**config.mk**
```make
export PLATFORM = sky130hd
export DESIGN_NAME = reg_file_wb
export DESIGN_NICKNAME = d
export VERILOG_FILES = /design/src/rtl/reg_file_wb_pkg.sv /design/src/rtl/reg_file_bypass.sv /design/src/rtl/reg_file_wb.sv
export SDC_FILE = /design/constraint.sdc
export NUM_CORES = 1
export LEC_CHECK = 0
export CAP_MARGIN = 20
export CORE_MARGIN = 4
export CORE_UTILIZATION = 45
export CTS_BUF_LIST = sky130_fd_sc_hd__clkbuf_16
export DETAILED_ROUTE_END_ITERATION = 10
export SYNTH_ARGS = -nofsm -noshare
export SYNTH_HDL_FRONTEND = slang
export SYNTH_SLANG_ARGS = --single-unit
```
**constraint.sdc**
```tcl
create_clock -name clk -period 2.7 [get_ports clk]
set_input_delay 0.675 -clock clk [delete_from_list [all_inputs] [get_ports clk]]
set_output_delay 0.675 -clock clk [all_outputs]
set_load 0.02 [all_outputs]
```
**src/rtl/reg_file_wb_pkg.sv**
```systemverilog
// ============================================================================
// Module : reg_file_wb_pkg
// Brief  : Shared widths and types for the register file and its neighbours.
// Rev    : 1.0  initial release
// ============================================================================
`default_nettype none

package reg_file_wb_pkg;

    localparam int REG_DATA_W   = 8;
    localparam int REG_ADDR_W   = 4;
    localparam int REG_NUM_REGS = 2 ** REG_ADDR_W;

    typedef logic [REG_ADDR_W-1:0] reg_addr_t;
    typedef logic [REG_DATA_W-1:0] reg_data_t;

endpackage

`default_nettype wire

```
**src/rtl/reg_file_bypass.sv**
```systemverilog
// ============================================================================
// Module : reg_file_bypass
// Brief  : Read-port priority selector: live write, then write-back reg, then array.
//          REG_FILE_R0_ZERO_EN forces address 0 to read as zero.
// Rev    : 1.0  initial release
// ============================================================================
`default_nettype none

module reg_file_bypass
    import reg_file_wb_pkg::*;
#(
    parameter int DATA_W = REG_DATA_W,
    parameter int ADDR_W = REG_ADDR_W
) (
    input  logic [ADDR_W-1:0] rd_addr,
    input  logic              wr_en,
    input  logic [ADDR_W-1:0] wr_addr,
    input  logic [DATA_W-1:0] wr_data,
    input  logic              wb_valid,
    input  logic [ADDR_W-1:0] wb_addr,
    input  logic [DATA_W-1:0] wb_data,
    input  logic [DATA_W-1:0] array_q,
    output logic [DATA_W-1:0] rd_data
);

    always_comb begin
        rd_data = array_q;
`ifdef REG_FILE_R0_ZERO_EN
        if (rd_addr == '0) begin
            rd_data = '0;
        end else
`endif
        if (wr_en && (wr_addr == rd_addr)) begin
            rd_data = wr_data;
        end else if (wb_valid && (wb_addr == rd_addr)) begin
            rd_data = wb_data;
        end
    end

endmodule

`default_nettype wire

```
**src/rtl/reg_file_wb.sv**
```systemverilog
// ============================================================================
// Module : reg_file_wb
// Brief  : Register file with a one-entry write-back stage and full read bypass.
//          Optional macro REG_FILE_R0_ZERO_EN hardwires register 0 to zero.
// Rev    : 1.0  initial release
// ============================================================================
`default_nettype none

module reg_file_wb
    import reg_file_wb_pkg::*;
#(
    parameter int DATA_W = REG_DATA_W,
    parameter int ADDR_W = REG_ADDR_W
) (
    input  logic              clk,
    input  logic              rst_n,
    input  logic              wr_en,
    input  logic [ADDR_W-1:0] wr_addr,
    input  logic [DATA_W-1:0] wr_data,
    input  logic [ADDR_W-1:0] rd_addr_a,
    input  logic [ADDR_W-1:0] rd_addr_b,
    output logic [DATA_W-1:0] rd_data_a,
    output logic [DATA_W-1:0] rd_data_b,
    output logic              wb_busy
);

    localparam int NUM_REGS = 2 ** ADDR_W;

    logic [DATA_W-1:0] r_regs [NUM_REGS];
    logic              r_wb_valid;
    logic [ADDR_W-1:0] r_wb_addr;
    logic [DATA_W-1:0] r_wb_data;
    logic              w_wb_accept;

    // Writes to register 0 never enter the pipeline when it is hardwired.
`ifdef REG_FILE_R0_ZERO_EN
    assign w_wb_accept = wr_en && (wr_addr != '0);
`else
    assign w_wb_accept = wr_en;
`endif

    always_ff @(posedge clk) begin
        if (!rst_n) begin
            r_wb_valid <= 1'b0;
            r_wb_addr  <= '0;
            r_wb_data  <= '0;
            for (int i = 0; i < NUM_REGS; i++) begin
                r_regs[i] <= '0;
            end
        end else begin
            r_wb_valid <= w_wb_accept;
            r_wb_addr  <= wr_addr;
            r_wb_data  <= wr_data;
            if (r_wb_valid) begin
                r_regs[r_wb_addr] <= r_wb_data;
            end
        end
    end

    assign wb_busy = r_wb_valid;

    reg_file_bypass #(
        .DATA_W (DATA_W),
        .ADDR_W (ADDR_W)
    ) u_bypass_a (
        .rd_addr  (rd_addr_a),
        .wr_en    (wr_en),
        .wr_addr  (wr_addr),
        .wr_data  (wr_data),
        .wb_valid (r_wb_valid),
        .wb_addr  (r_wb_addr),
        .wb_data  (r_wb_data),
        .array_q  (r_regs[rd_addr_a]),
        .rd_data  (rd_data_a)
    );

    reg_file_bypass #(
        .DATA_W (DATA_W),
        .ADDR_W (ADDR_W)
    ) u_bypass_b (
        .rd_addr  (rd_addr_b),
        .wr_en    (wr_en),
        .wr_addr  (wr_addr),
        .wr_data  (wr_data),
        .wb_valid (r_wb_valid),
        .wb_addr  (r_wb_addr),
        .wb_data  (r_wb_data),
        .array_q  (r_regs[rd_addr_b]),
        .rd_data  (rd_data_b)
    );

endmodule

`default_nettype wire
```
==> impl_metrics.yaml, run 1 <==
outcome:
  status: "complete, but fails checks"
  failed_checks: "negative setup slack"
synth:
  netlist_area_mm2: 0.00796
  synth_nets: 622
  syn_avg_cell_area_um2: 13.3
  synthCells: 599
  yosys_warnings: 0
  synth_seq_area_share_pct: 51.6
  synth_seq_cells: 141
  synth_cell_types: 30
clock_tree:
  cts_buffers: 17
  cts_tree: "built"
  cts.clk_slew.worst_paths_ns: 0.07
  cts_hold_buf: 0
  cts_buffer_depth: 2
  clk_latency_ns: 0.43
  clock-sinks: 141
  cts_root_buf: "clkbuf_16"
  htree_num_levels: 4
route:
  dr.pass1.iters: 5
  wl_per_cell_um: 24.3
  drc: 0
  via_per_inst: 5.91
  drtAntennaViolNets: 0
  dr.first_iter.drc_count: 543
  num_vias: 5536
  routed_wl_um: 22700
placement:
  dp.cells: 890
  hpwl_um: 15900
  pre_cts_ws_ns: -1.17
  place_congestion: 0.895
  portBuffers: 39
sta:
  max_freq_mhz: 342
  drv_slew: 0
  worstMarginPinSlew_ns: 0.754
  slew_headroom_pct: 49.6
  setup_viol: 16
  post-route-period-util_pct: 108
  rsz0062_at_grt: "yes"
  fin_worst_skew_ns: 0.00880
  layout_setup_ws_ns: -0.226
  hold_viol_final: 0
  period_needed_ns: 2.93
die:
  die_x_um: 141
  die_h_um: 141
  rows: 48
  initial_core_util_pct: 46.0
  ios: 40
  core_area_mm2: 0.0173
  dieArea_mm2: 0.0199
pwr:
  vdd_drop_max_mv: 0.425
  total_power_mw: 5.81
  leakagePower_nw: 4.01
  powerDensity_mw_per_mm2: 565
global_route:
  grt_max_degree: 18
  grt-ovfl-total: 0
  antenna_found_initial: 0
  grt_pass1_wl_um: 34800
  grt_pass1_vias: 5501
  grt.total_usage_pct: 23.7
min_path:
  worstHoldPathType: "primary input to register"
layout:
  antenna_cells: 0
  fillers: 1356
  final_cell_mix: "141 x and2_1, 128 x edfxtp_1, 63 x buf_4"
  final_common_cell: "and2_1"
  area_growth_pct: 29.2
  drive_above_1_share_pct: 39.2
  finish.utilization_pct: 59.4
  multi_input_area_mm2: 0.00390
  nets: 722
  stdcell_count: 937
  seqCellArea_mm2: 0.00410
setup_path:
  critPathMaxFanout: 11
  cp-start-kind: "primary input"
  path_class: "primary input to primary output"
  end_kind: "primary output"
  crit_required_ns: 2.03
  arrival_ns: 2.25
run:
  cap_violations: 0
[routing by layer]
metal  up-vias  global-route usage, %  wire length [µm]
met3        35                   6.31              1870
met1      2782                   35.1             10200
met4         0                   6.32               426
met2       264                   34.8             10200
li1       2455                      -                 -
met5         -                      0                 0
[what timing repair did]
action,CTS,global route
setup buffers,9,2
setup endpoints to repair,16,16
gates cloned,6,1
resized for setup,222,45
pin swaps,11,22
[cells by family (layout without fill, tap and decap cells)]
group / Yosys count / count (layout) / synth area share, %
buffers and inverters: 46 / 158 / 3.46
flip-flops: 141 / 141 / 51.6
AO/OA/AOI/OAI: 70 / 70 / 5.13
XOR/XNOR: 16 / 16 / 1.76
AND/OR/NAND/NOR: 232 / 233 / 16.6
multiplexers: 94 / 94 / 21.5
[cell usage after synthesis]
library cell / instances / area share (%)
buf_4: 1 / 0.094
edfxtp_1: 128 / 48
clkbuf_1: 24 / 1.1
buf_2: 11 / 0.69
mux2_2: 14 / 2.0
o21ai_0: 40 / 2.5
mux2i_1: 28 / 3.5
a221oi_1: 14 / 1.5
and2_1: 143 / 11
nand2b_1: 6 / 0.47
nor2_1: 13 / 0.61
nor3_1: 7 / 0.44
nand4_1: 1 / 0.079
nor3_2: 1 / 0.13
buf_12: 2 / 0.50
o21ai_1: 14 / 0.88
nor2b_1: 2 / 0.16
o211ai_1: 2 / 0.19
buf_6: 7 / 0.99
or3_1: 1 / 0.079
nand3_1: 6 / 0.38
nand2_1: 35 / 1.7
xnor2_1: 4 / 0.44
buf_1: 1 / 0.047
nand4b_1: 1 / 0.11
dfxtp_1: 13 / 3.3
xor2_1: 12 / 1.3
mux4_1: 26 / 8.6
and3_1: 16 / 1.3
mux4_2: 26 / 7.4
[metrics by stage]
step / hold WS [ns] / setup TNS [ns] / area (µm²)
after floorplan: 0.607 / -0.0116 / 8050
after global placement: 0.794 / -17.47 / 9070
after detailed placement: 0.780 / -17.65 / 9070
after CTS: 0.647 / -2.68 / 10100
after global routing: 0.691 / -3.18 / 10300
final: 0.656 / -2.31 / 10300
[state kept, by name, summed over array words and instances (netlist names)]
signal / count
r_regs: 128
wb_busy: 1
r_wb_data: 8
r_wb_addr: 4
[area by class of cell]
cell class              instances  share of cell area, %
well taps                     225                   2.74
clock buffers                  17                   4.14
clock inverters                15                   1.87
flip-flops and latches        141                   39.9
repair buffers                126                   13.4
multi-input cells             413                   37.9
[report_power, final]
group / switching [mW] / internal (mW) / total (mW)
clock: 1.10 / 1.34 / 2.45
sequential: 0.0540 / 2.44 / 2.49
combinational: 0.429 / 0.442 / 0.871
total: 1.58 / 4.22 / 5.81
[worst paths after layout]
check               start      endpoint  slack, ns  cells past startpoint
max          rd_addr_b[2]  rd_data_b[6]      -0.23                      6
min            wr_addr[3]  r_wb_addr[3]       0.66                      2
max reg2reg  r_wb_addr[3]  r_regs[5][3]       0.80                      5
min reg2reg  r_wb_data[6]  r_regs[9][6]       0.84                      2
[worst max-delay path, cell delays in order]
cell and delay [ns]:
dlygate4sd2_1 0.40, buf_6 0.24, mux4_2 0.57, nand3_2 0.08
o211ai_1 0.11, buf_4 0.18
(Power assumes the default switching activity.)
==> inputs of run 2 (changes only) <==
Settings changed: CAP_MARGIN 20 to unset, CORE_UTILIZATION 45 to 30, SKIP_LAST_GASP set to 1.
==> run 2 against run 1 <==
Net effect:
- the run still ends with negative setup slack left
- cell count grew 11%
- worst setup slack gained 0.051 ns
- critical path depth grew 3
- clock skew shrank 0.0014 ns
- first-iteration DRC count shrank 35%
- design area shrank 1.3%
- clock-buffer cell count is the same
- combinational power shrank 6.9%
- sequential power is essentially flat
- sequential share of layout area grew 0.53 points
- critical path type unchanged
- largest power group unchanged
==> impl_metrics.yaml, run 2 (synthesized netlist as in run 1, its figures left out) <==
route:
  wl_per_cell_um: 20.3
  routed_wl_um: 21200
  dr.pass1.iters: 7
  drc: 0
  dr.first_iter.drc_count: 354
  drtAntennaViolNets: 0
  via_per_inst: 4.97
  num_vias: 5176
clock_tree:
  clk_latency_ns: 0.43
  cts.clk_slew.worst_paths_ns: 0.06
  cts_root_buf: "clkbuf_16"
  clock-sinks: 141
  htree_num_levels: 4
  cts_buffers: 17
  cts_tree: "built"
  cts_buffer_depth: 2
global_route:
  grt_pass1_vias: 5375
  antenna_found_initial: 0
  grt_max_degree: 22
  grt.total_usage_pct: 15.0
  grt_pass1_wl_um: 32400
  grt-ovfl-total: 0
sta:
  layout_setup_ws_ns: -0.175
  post-route-period-util_pct: 106
  slew_headroom_pct: 59.9
  max_freq_mhz: 348
  drv_slew: 0
  rsz0062_at_grt: "yes"
  holdWs_ns: 0.679
  fin_worst_skew_ns: 0.00745
  worstMarginPinSlew_ns: 0.600
  period_needed_ns: 2.88
  hold_viol_final: 0
  setup_viol: 16
setup_path:
  worst_path_most_repeated_cell: "buf_6"
  path_class: "primary input to primary output"
  crit_required_ns: 2.03
  max_stage_delay_ns: 0.49
  end_kind: "primary output"
  startpoint: "rd_addr_b[1]"
  critPathMaxFanout: 7
  worstSetupPathDepth: 9
  slowest_stage: "mux4_2"
  r2r_cells: 4
  arrival_ns: 2.20
  worstPathCellList: "buf_8 > buf_12 > buf_6 > mux4_2 > mux2_4 > nand2_2 > and3_4 > o21ai_4 > buf_6"
  regToRegStartpoint: "wb_busy"
  cp_top_family: "multiplexers"
  path_buf_inv: 4
  cp-start-kind: "primary input"
die:
  die_x_um: 171
  core_area_mm2: 0.0261
  rows: 59
  ios: 40
  dieArea_mm2: 0.0292
  initial_core_util_pct: 30.5
  die_h_um: 171
layout:
  drive_above_1_share_pct: 35.7
  reg_top3: "r_regs: 128 flops, r_wb_data: 8 flops, r_wb_addr: 4 flops"
  final_cell_mix: "141 x and2_1, 128 x edfxtp_1, 67 x buf_4"
  largest-register: "r_regs"
  final_common_cell: "and2_1"
  antenna_cells: 0
  largest_register_ffs: 128
  fillers: 2441
  nets: 716
  area_growth_pct: 27.6
placement:
  pre_cts_ws_ns: -1.08
  portBuffers: 39
  hpwl_um: 15700
  place_congestion: 0.825
pwr:
  powerDensity_mw_per_mm2: 567
  vdd_drop_max_mv: 0.439
  leakagePower_nw: 3.91
min_path:
  hold_start: "wr_addr[1]"
  hold_depth: 2
  worstHoldPathType: "primary input to register"
outcome:
  failed_checks: "negative setup slack"
  status: "complete, but fails checks"
run:
  cap_violations: 0
-- run 2: area by class of cell --
class                           count  area [µm²]  area share (%)
Multi-Input combinational cell    412        3820            37.6
Clock inverter                     15         190            1.87
Sequential cell                   141        4100            40.4
Timing Repair Buffer              121        1190            11.8
Tap cell                          335         419            4.13
Clock buffer                       17         425            4.19
-- run 2: per-layer routing --
| layer | vias to the layer above | routed length (µm) | track usage (%) | part of all wire, % |
|---|---|---|---|---|
| met1 | 2576 | 8990 | 19.0 | 42 |
| met2 | 141 | 10600 | 25.5 | 50 |
| li1 | 2436 | - | - | - |
| met4 | 0 | 539 | 5.13 | 2.5 |
| met5 | - | 0 | 0 | 0 |
| met3 | 23 | 1030 | 3.26 | 4.9 |
-- run 2: stage by stage --
stage	total power [mW]	area, µm²	cells	setup TNS, ns	utilization [%]
after global routing	5.95	10100	1041	-3.02	38.9
final	5.76	10100	1041	-2.23	38.9
after detailed placement	3.24	9210	1001	-16.57	35.3
after global placement	3.24	9210	1001	-16.64	35.3
after CTS	5.78	10100	1039	-2.72	38.7
after floorplan	2.94	8050	599	-0.0116	-
-- run 2: what timing repair did --
action | 4_1_cts | 5_1_grt
gates cloned | 1 | 0
setup buffers | 5 | 4
setup endpoints to repair | 16 | 16
hold endpoints to repair | 0 | 0
gates resized for setup | 202 | 29
hold buffers | 0 | 0
pin swaps | 22 | 12
-- run 2: path summary, 6_finish.rpt --
kind / to / slack, ns
max: rd_data_b[5] / -0.18
min: r_wb_addr[1] / 0.68
max reg2reg: r_regs[0][2] / 0.83
min reg2reg: r_regs[3][7] / 0.77
-- run 2: report_power, final --
group | internal, mW | switching, mW | leakage (nW)
clock | 1.41 | 1.05 | 0.300
combinational | 0.408 | 0.403 | 2.13
sequential | 2.44 | 0.0455 | 1.48
total | 4.26 | 1.50 | 3.91
==> inputs of run 3 (changes only) <==
Settings changed: SETUP_SLACK_MARGIN set to 0.05.
==> run 3 against run 2 <==
Net effect:
- the flow still finishes with violations (negative setup slack)
- maximum frequency down 0.83%
- clock skew up 0.0025 ns
- cell count up 0.77%
- die area unchanged
==> impl_metrics.yaml, run 3 (synthesized netlist as in run 1, its figures left out) <==
setup_path:
  crit_required_ns: 2.03
  slowest_stage: "a221oi_1"
  end_kind: "primary output"
  critPathMaxFanout: 7
  cp-start-kind: "primary input"
  worstPathCellList: "buf_12 > buf_12 > buf_4 > and2_4 > a221oi_1 > o21ai_1 > and3_4 > o21ai_2 > buf_6"
  max_stage_delay_ns: 0.30
  worst_path_most_repeated_cell: "buf_12"
  arrival_ns: 2.22
  path_class: "primary input to primary output"
outcome:
  failed_checks: "negative setup slack"
  status: "complete, but fails checks"
sta:
  post-route-period-util_pct: 107
  max_freq_mhz: 345
  worstMarginPinSlew_ns: 0.689
  period_needed_ns: 2.90
  drv_slew: 0
  layout_setup_ws_ns: -0.199
  fin_worst_skew_ns: 0.00992
  hold_viol_final: 0
  slew_headroom_pct: 53.9
  rsz0062_at_grt: "yes"
  setup_viol: 16
clock_tree:
  cts_tree: "built"
  clock-sinks: 141
  cts.clk_slew.worst_paths_ns: 0.06
  cts_root_buf: "clkbuf_16"
  clk_latency_ns: 0.43
  htree_num_levels: 4
  cts_buffer_depth: 2
  cts_buffers: 17
layout:
  final_common_cell: "and2_1"
  drive_above_1_share_pct: 39.1
  fillers: 2433
  final_cell_mix: "142 x and2_1, 128 x edfxtp_1, 68 x buf_4"
  nets: 725
  finish.utilization_pct: 40.0
  area_growth_pct: 31.0
  multi_input_area_mm2: 0.00395
  largest-register: "r_regs"
  largest_register_ffs: 128
  reg_top3: "r_regs: 128 flops, r_wb_data: 8 flops, r_wb_addr: 4 flops"
  postLayoutCellArea_mm2: 0.0104
  seqCellArea_mm2: 0.00410
  antenna_cells: 0
global_route:
  grt_pass1_vias: 5423
  grt_pass1_wl_um: 33400
  met1_usage_pct: 20.6
  grt-ovfl-total: 0
  use_met2_pct: 25.1
  antenna_found_initial: 0
  grtUsageMet3_pct: 3.51
  grt_max_degree: 30
  grt.busiest_layer: "met2"
  grt.total_usage_pct: 15.6
min_path:
  worstHoldPathType: "primary input to register"
placement:
  place_congestion: 0.827
  hpwl_um: 16200
  pre_cts_ws_ns: -1.07
  placed_area_mm2: 0.00940
  portBuffers: 39
die:
  core_area_mm2: 0.0261
  die_h_um: 171
  die_x_um: 171
  rows: 59
  dieArea_mm2: 0.0292
  ios: 40
  initial_core_util_pct: 30.5
pwr:
  vdd_drop_max_mv: 0.368
  total_power_mw: 5.76
  powerDensity_mw_per_mm2: 553
  leakagePower_nw: 4.02
route:
  dr.first_iter.drc_count: 386
  drc: 0
  drtAntennaViolNets: 0
  wl_per_cell_um: 21.4
  via_per_inst: 5.10
  routed_wl_um: 22500
  num_vias: 5352
  dr.pass1.iters: 5
run:
  cap_violations: 0
run 3: area by class of cell:
| cell class | instances | area share [%] |
|---|---|---|
| Tap cell | 335 | 4.02 |
| Clock buffer | 17 | 4.08 |
| Clock inverter | 14 | 1.60 |
| Timing Repair Buffer | 130 | 13.0 |
| Sequential cell | 141 | 39.4 |
| Multi-Input combinational cell | 412 | 37.9 |
run 3: worst paths after layout:
| kind | start | to | slack [ns] | cells after the start |
|---|---|---|---|---|
| setup / recovery | rd_addr_b[1] | rd_data_b[1] | -0.20 | 9 |
| hold / removal | wr_addr[3] | r_wb_addr[3] | 0.59 | 2 |
| setup reg to reg | wb_busy | r_regs[11][6] | 0.81 | 6 |
| hold reg to reg | r_wb_data[2] | r_regs[11][2] | 0.78 | 2 |
run 3: routing by layer:
metal | up-vias | share of wire (%)
met1 | 2690 | 43
met5 | - | 0
met3 | 39 | 6.1
met2 | 178 | 48
li1 | 2445 | -
met4 | 0 | 3.1
run 3: report_power, final:
part           internal (mW)  leakage, nW  switching (mW)
clock                   1.45        0.291           0.954
combinational          0.438         2.25           0.437
sequential              2.44         1.48          0.0451
run 3: critical path, delay by kind of cell:
family          cells  cell delay [ns]
compound gates      3             0.60
buf+inv             4             0.55
simple gates        2             0.40
run 3: what timing repair did:
item | in CTS | in global routing
endpoints found under the hold margin | 0 | 0
resized for setup | 212 | 39
pin swaps | 18 | 6
endpoints found under the setup margin | 16 | 16
cloned | 0 | 2
buffers inserted | 6 | 2
hold buffers | 0 | 0
run 3: stage by stage:
step | hold slack [ns] | setup TNS (ns) | instances
after floorplan | 0.607 | 0 | 599
after detailed placement | 0.740 | -15.58 | 1010
final | 0.595 | -2.54 | 1049
after CTS | 0.665 | -2.66 | 1046
after global placement | 0.756 | -15.51 | 1010
after global routing | 0.597 | -3.37 | 1049
